### config.mk
export PLATFORM = sky130hd
export DESIGN_NAME = fadd_align_ctrl
export DESIGN_NICKNAME = d
export VERILOG_FILES = /design/src/rtl/fadd_align_ctrl.sv
export SDC_FILE = /design/constraint.sdc
export NUM_CORES = 1
export LEC_CHECK = 0
export CAP_MARGIN = 20
export CORE_ASPECT_RATIO = 0.75
export CORE_MARGIN = 4
export CORE_UTILIZATION = 48
export CTS_CLUSTER_SIZE = 40
export DETAILED_ROUTE_END_ITERATION = 12
export PLACE_DENSITY = 0.81
export RECOVER_POWER = 50
export SYNTH_ARGS = -nofsm -noshare
export SYNTH_HDL_FRONTEND = slang
export SYNTH_SLANG_ARGS = --single-unit
### constraint.sdc
create_clock -name clk -period 3 [get_ports clk]
set_input_delay 0.6 -clock clk [delete_from_list [all_inputs] [get_ports clk]]
set_output_delay 0.6 -clock clk [all_outputs]
set_load 0.005 [all_outputs]
### src/rtl/fadd_align_ctrl.sv
// Alignment sequencer for the FP64 adder front end: picks the larger-exponent operand and
// right-shifts the smaller significand STEP bits per cycle, folding lost bits into sticky.
module fadd_align_ctrl #(
   parameter int unsigned EXP_W = 11,
   parameter int unsigned MAN_W = 53,
   parameter int unsigned STEP  = 8
) (
   input  logic               clk,
   input  logic               rst_n,
   input  logic               in_valid,
   output logic               in_ready,
   input  logic [EXP_W-1:0]   ea,
   input  logic [EXP_W-1:0]   eb,
   input  logic [MAN_W-1:0]   ma,
   input  logic [MAN_W-1:0]   mb,
   output logic               out_valid,
   input  logic               out_ready,
   output logic [EXP_W-1:0]   e_max,
   output logic [MAN_W-1:0]   m_big,
   output logic [MAN_W+2:0]   m_small,
   output logic               swapped,
   output logic               busy
);

   localparam int unsigned MS_W  = MAN_W + 3;
   localparam int unsigned AMT_W = $clog2(MS_W + 1);

   typedef enum logic [1:0] {StIdle, StSub, StShift, StDone} state_e;

   state_e             state_q, state_d;
   logic [EXP_W-1:0]   ea_q, ea_d, eb_q, eb_d;
   logic [MAN_W-1:0]   ma_q, ma_d, mb_q, mb_d;
   logic [EXP_W-1:0]   e_max_q, e_max_d;
   logic [MAN_W-1:0]   m_big_q, m_big_d;
   logic [MS_W-1:0]    m_small_q, m_small_d;
   logic               swapped_q, swapped_d;
   logic [AMT_W-1:0]   amt_q, amt_d;

   logic [EXP_W:0]     diff;
   logic [EXP_W-1:0]   mag;
   logic [AMT_W-1:0]   amt_clamp;
   logic [AMT_W-1:0]   k;
   logic               lost;
   logic [MS_W-1:0]    shifted;

   // Exponent difference as ea + ~eb + 1; the top bit is the "eb > ea" sign.
   always_comb begin
      diff      = {1'b0, ea_q} + {1'b1, ~eb_q} + (EXP_W + 1)'(1);
      mag       = diff[EXP_W] ? EXP_W'(-diff) : EXP_W'(diff);
      amt_clamp = (mag >= EXP_W'(MS_W)) ? AMT_W'(MS_W) : AMT_W'(mag);

      k    = (amt_q > AMT_W'(STEP)) ? AMT_W'(STEP) : amt_q;
      lost = 1'b0;
      for (int i = 0; i < int'(MS_W); i++) begin
         if (i < int'(k)) lost = lost | m_small_q[i];
      end
      shifted    = m_small_q >> k;
      shifted[0] = shifted[0] | lost;
   end

   always_comb begin
      state_d   = state_q;
      ea_d      = ea_q;
      eb_d      = eb_q;
      ma_d      = ma_q;
      mb_d      = mb_q;
      e_max_d   = e_max_q;
      m_big_d   = m_big_q;
      m_small_d = m_small_q;
      swapped_d = swapped_q;
      amt_d     = amt_q;
      unique case (state_q)
         StIdle: begin
            if (in_valid) begin
               ea_d    = ea;
               eb_d    = eb;
               ma_d    = ma;
               mb_d    = mb;
               state_d = StSub;
            end
         end
         StSub: begin
            swapped_d = diff[EXP_W];
            e_max_d   = diff[EXP_W] ? eb_q : ea_q;
            m_big_d   = diff[EXP_W] ? mb_q : ma_q;
            m_small_d = {(diff[EXP_W] ? ma_q : mb_q), 3'b000};
            amt_d     = amt_clamp;
            state_d   = (amt_clamp == '0) ? StDone : StShift;
         end
         StShift: begin
            m_small_d = shifted;
            amt_d     = amt_q - k;
            if (amt_q == k) state_d = StDone;
         end
         StDone: begin
            if (out_ready) state_d = StIdle;
         end
         default: state_d = StIdle;
      endcase
   end

   always_ff @(posedge clk) begin
      if (!rst_n) begin
         state_q   <= StIdle;
         ea_q      <= '0;
         eb_q      <= '0;
         ma_q      <= '0;
         mb_q      <= '0;
         e_max_q   <= '0;
         m_big_q   <= '0;
         m_small_q <= '0;
         swapped_q <= 1'b0;
         amt_q     <= '0;
      end else begin
         state_q   <= state_d;
         ea_q      <= ea_d;
         eb_q      <= eb_d;
         ma_q      <= ma_d;
         mb_q      <= mb_d;
         e_max_q   <= e_max_d;
         m_big_q   <= m_big_d;
         m_small_q <= m_small_d;
         swapped_q <= swapped_d;
         amt_q     <= amt_d;
      end
   end

   assign in_ready  = (state_q == StIdle);
   assign busy      = (state_q != StIdle);
   assign out_valid = (state_q == StDone);
   assign e_max     = e_max_q;
   assign m_big     = m_big_q;
   assign m_small   = m_small_q;
   assign swapped   = swapped_q;

endmodule
# Word level (Yosys, flattened, before mapping)
# Index checks and enable logic that the tools add are counted.
# classes
add_sub_neg	4
shift	1
bitwise	57
magnitude_cmp	58
muxes	69
n_eq_ne	7
n_reduce_logical	6
# ops
cell	n
6-bit < comparator (first input constant)	24
56-bit case mux with 2 select lines	1
53-bit two-way mux	2
5-bit by 6-bit < comparator with 1-bit output (first input constant)	16
1-bit two-way mux	57
1-bit OR	56
56-bit by 6-bit >> shifter with 56-bit output	1
4-bit by 6-bit < comparator with 1-bit output (first input constant)	8
3-bit by 6-bit < comparator with 1-bit output (first input constant)	4
11-bit two-way mux	2
11-bit by 12-bit adder with 12-bit output	1
12-bit by 1-bit adder with 12-bit output (second input constant)	1
1-bit by 6-bit < comparator with 1-bit output (first input constant)	2
2-bit by 6-bit < comparator with 1-bit output (first input constant)	2
6-bit two-way mux	2
6-bit case mux with 2 select lines	1
11-bit by 6-bit >= comparator with 1-bit output (second input constant)	1
11-bit negation	1
11-bit NOT	1
2-bit case mux with 4 select lines	1
6-bit == test	1
6-bit by 4-bit greater-than comparator with 1-bit output (second input constant)	1
6-bit zero test	1
2-bit two-way mux	3
9 further kinds	12
# totals
out_inout_bits	124
inputBits	132
regBits	257

# Logic depth before layout (Yosys ltp)
# depth
word_depth	116
ltp_mapped	15

# Worst setup path after synthesis
# Ideal clock, no wire load.
# synth_path
path_kind	flip-flop to flip-flop
from	reg ea_q[0]
to	reg amt_q[1]
setup_time_ns	0.101
t_required_ns	2.899
stages_incl_launch_ff	16
path_slack_ns	-0.068
n_path_buf	0
arrival_time_ns	2.967
synth_period_minus_slack_ns	3.068
cell_sequence	dfxtp_1 -> inv_1 -> ha_1 -> inv_1 -> fa_1 -> inv_1 -> ha_1 -> inv_1 -> nor2_1 -> o21ai_0 -> a211oi_4 -> and3b_1 -> a311oi_1 -> a2111oi_4 -> nand2_2 -> o41ai_1
# synth_between
elab_chain_cells	7
# synth_lines
item	line_no	text
start, declared	31	logic [EXP_W-1:0] ea_q, ea_d, eb_q, eb_d;
start signal, assigned	105	ea_q <= '0;
start signal, assigned	116	ea_q <= ea_d;
11-bit by 12-bit adder with 12-bit output (*)	48	diff = {1'b0, ea_q} + {1'b1, ~eb_q} + (EXP_W + 1)'(1);
12-bit by 1-bit adder with 12-bit output (*)	48	
11-bit negation	49	mag = diff[EXP_W] ? EXP_W'(-diff) : EXP_W'(diff);
11-bit two-way mux (*)	49	
11-bit by 6-bit >= comparator with 1-bit output	50	amt_clamp = (mag >= EXP_W'(MS_W)) ? AMT_W'(MS_W) : AMT_W'(mag);
6-bit two-way mux (*)	50	
6-bit case mux with 2 select lines (*)	72	unique case (state_q)
end signal, assigned	124	amt_q <= amt_d;
end, declared	37	logic [AMT_W-1:0] amt_q, amt_d;
# Mark *: on every way between the ends. The rest lies on a longest branch, timed or not.
# A chain may end at the register's enable or synchronous reset.

# Worst setup path after layout
# layout_path
from	reg ea_q[0]
to	reg state_q[0]
# layout_between
elab_chain_cells	9
# layout_lines
item	line_no	text
11-bit by 12-bit adder with 12-bit output (*)	48	
12-bit by 1-bit adder with 12-bit output (*)	48	
11-bit negation	49	
11-bit two-way mux (*)	49	
11-bit by 6-bit >= comparator with 1-bit output	50	
6-bit two-way mux (*)	50	
6-bit zero test (*)	88	state_d = (amt_clamp == '0) ? StDone : StShift;
1-bit two-way mux (*)	88	
2-bit case mux with 4 select lines (*)	72	
end signal, assigned	104	state_q <= StIdle;
end signal, assigned	115	state_q <= state_d;
end, declared	30	state_e state_q, state_d;
# Marks and branches as above.

==> flow_summary.json <==
{
  "fin_ws_ps": -108,
  "power_density_nw_per_um2": 1080,
  "grt_antenna_before_repair": 14,
  "synth_top_cell_by_area": "dfxtp_1",
  "io_pins": 256,
  "yosysSeqAreaShare_pct": 36.7,
  "cts_tree": "yes",
  "setup_viol": 5,
  "fin_crit_sh_pct": 104,
  "globalRoute.totalOverflow": 0,
  "clock_skew_ps": 13.8,
  "worst_pin_slew_ps": 1290,
  "gp_congestion": 0.914,
  "postSynthCellCount": 1853,
  "htree_levels": 1,
  "hpwl_um": 34100,
  "ys_ff_latch": 257,
  "fp.dieW_um": 205,
  "via_count": 14500,
  "hold_class": "flop to flop",
  "route.detailed.drc": 0,
  "antennaDiodeCount": 0,
  "required_ps": 3460,
  "layout_commonest_cell": "nand2_1",
  "syn_area_um2": 14000,
  "yosysTopAreaCellShare_pct": 36.7,
  "r2r_cells": 17,
  "whs_ps": 468,
  "path_clk_slew_ps": 60,
  "p_leak_uw": 0.00710,
  "synth_area_leaders": "dfxtp_1 (37%), nand2_1 (15%), mux2i_1 (12%)",
  "finalWirelength_um": 47600,
  "areaGrowthSynthToFinish_pct": 30.9,
  "start_util_pct": 49.4,
  "cts_buffer_depth": 3,
  "ys_warn_count": 0,
  "slew_violations": 0,
  "ir_worst_vdd_uv": 584,
  "pre_cts_ws_ps": -182,
  "whs_path_depth": 2,
  "synth_nets": 2003,
  "cp_cell_sequence": "inv_2 > ha_4 > inv_2 > fa_2 > buf_4 > buf_4 > xor2_1 > nor2_1 > o21ai_2 > a211oi_4 > buf_4 > mux2i_1 > a32oi_2 > a2111oi_4 > buf_4 > nand4_1 > a41oi_2",
  "rows": 53,
  "critPathArrivalTime_ps": 3570,
  "r2r_setup_slack_ps": -110,
  "grt_pass1_vias": 13300,
  "worstPathMaxFanout": 3,
  "async_flop_share_pct": 0,
  "slew_headroom_pct": 14.1,
  "viasPerCell": 5.87,
  "critPathKind": "flop to flop",
  "drtIter0Drc": 1446,
  "clkSinkCount": 257,
  "critPathLaunchType": "flop",
  "violations": "setup timing",
  "die-area_um2": 32100,
  "postRouteAntennaNets": 0,
  "syn_area_per_cell_um2": 7.57,
  "core_area_um2": 28400,
  "cap_violations": 0,
  "cpPeakStageDelay_ps": 350,
  "grt_pass1_wl_um": 72600,
  "synth_ff_type": "dfxtp_1",
  "grt_max_degree": 123,
  "clock_latency_ps": 550,
  "dieHeight_um": 156,
  "synth_edf_count": 0,
  "hold_viol_final": 0,
  "avgRoutedWirePerCell_um": 19.3,
  "nets": 2216,
  "cpMostUsedCell": "buf_4",
  "drive_above_1_share_pct": 9.83,
  "rsz0062_at_grt": "true",
  "firstDrtPassIters": 5,
  "layout_common_cells": "nand2_1 (555), dfxtp_1 (255), clkdlybuf4s50_1 (199)",
  "placement.io_buffers": 255,
  "status": "finished, violations left",
  "fin_crit_ps": 3110,
  "fmax_mhz": 322,
  "finalPower_uw": 19800,
  "root_buffer": "clkbuf_16",
  "synth_cell_types": 69,
  "numCtsBuffers": 27,
  "grt_usage_pct": 27.9,
  "end_kind": "flop",
  "crit_path_top_delay_cell": "fa_2"
}
[path summary, 6_finish.rpt]
path / end / from
max: state_q[0] / ea_q[0]
min: mb_q[48] / mb_q[48]
max reg2reg: state_q[0] / ea_q[0]
min reg2reg: mb_q[48] / mb_q[48]
[registers in the layout, indices dropped and copies added, names as in the netlist]
signal and count:
mb_q 53, amt_q 6, state_q 2, ma_q 53, swapped 1, ea_q 11, m_small 56, m_big 53
e_max 11, eb_q 11
[cells in the mapped netlist (7+ instances only)]
master and number:
a21oi_1 187, o21ai_0 42, nor2_1 117, o211ai_1 67, buf_2 11, buf_1 25
ha_1 17, nand2b_1 29, a311oi_1 66, clkbuf_1 118, dfxtp_1 257, xnor2_1 8
and2_1 8, mux2i_1 167, nand2_1 558, a21o_1 7, a211oi_1 19, inv_1 22
nand3_1 19
[through the flow]
step,TNS (ps),std cells,utilization [%],cell area [um^2]
floorplan,0,1853,-,14000
global placement,-191,2411,60.8,17200
detailed placement,-835,2411,60.8,17200
CTS,-120,2462,64.1,18200
global route,-1570,2470,64.7,18400
finish,-311,2470,64.7,18400
[kinds of logic after synthesis]
kind of cell             Yosys count  share of synthesized area, %
AO/OA/AOI/OAI                    439                          20.4
AND/OR/NAND/NOR                  769                          22.3
multiplexers                     173                          12.7
flip-flops                       257                          36.7
buffers and inverters            184                          5.32
other                              1                        0.0267
adder cells (fa/ha/maj)           18                          1.66
XOR/XNOR                          12                         0.856
[routing by layer]
metal	global-route usage (%)	vias up	share of wire, %
met5	0	-	0.40
met1	41.8	6826	45
met4	5.99	28	2.2
met3	7.77	94	11
li1	-	6838	-
met2	39.8	706	42
[timing repair]
item	4_1_cts	5_1_grt
pin swaps	14	10
setup endpoints to repair	7	30
setup buffers	3	7
hold buffers	0	0
gates cloned	0	1
gates resized for setup	17	26
[area by class of cell]
type | count | area, um^2
timing repair buffer | 344 | 3390
sequential | 257 | 5150
inverter | 24 | 95.1
fill | 2430 | 10000
multi-input combinational | 1412 | 8400
clock inverter | 12 | 88.8
tap | 385 | 482
clock buffer | 36 | 759
[worst max-delay path: cells and delay by family (launching register included)]
kind / cells / cell delay, ps
simple gates: 2 / 250
mux: 1 / 210
buf+inv: 6 / 710
xor+xnor: 1 / 170
flops: 1 / 320
fa+ha+maj: 2 / 470
compound gates: 5 / 880
[power breakdown]
part,internal (uW),switching [uW]
Sequential,4350,963
Clock,1790,1440
Combinational,4810,6450
No activity file was read; power rests on OpenSTA's default activity.
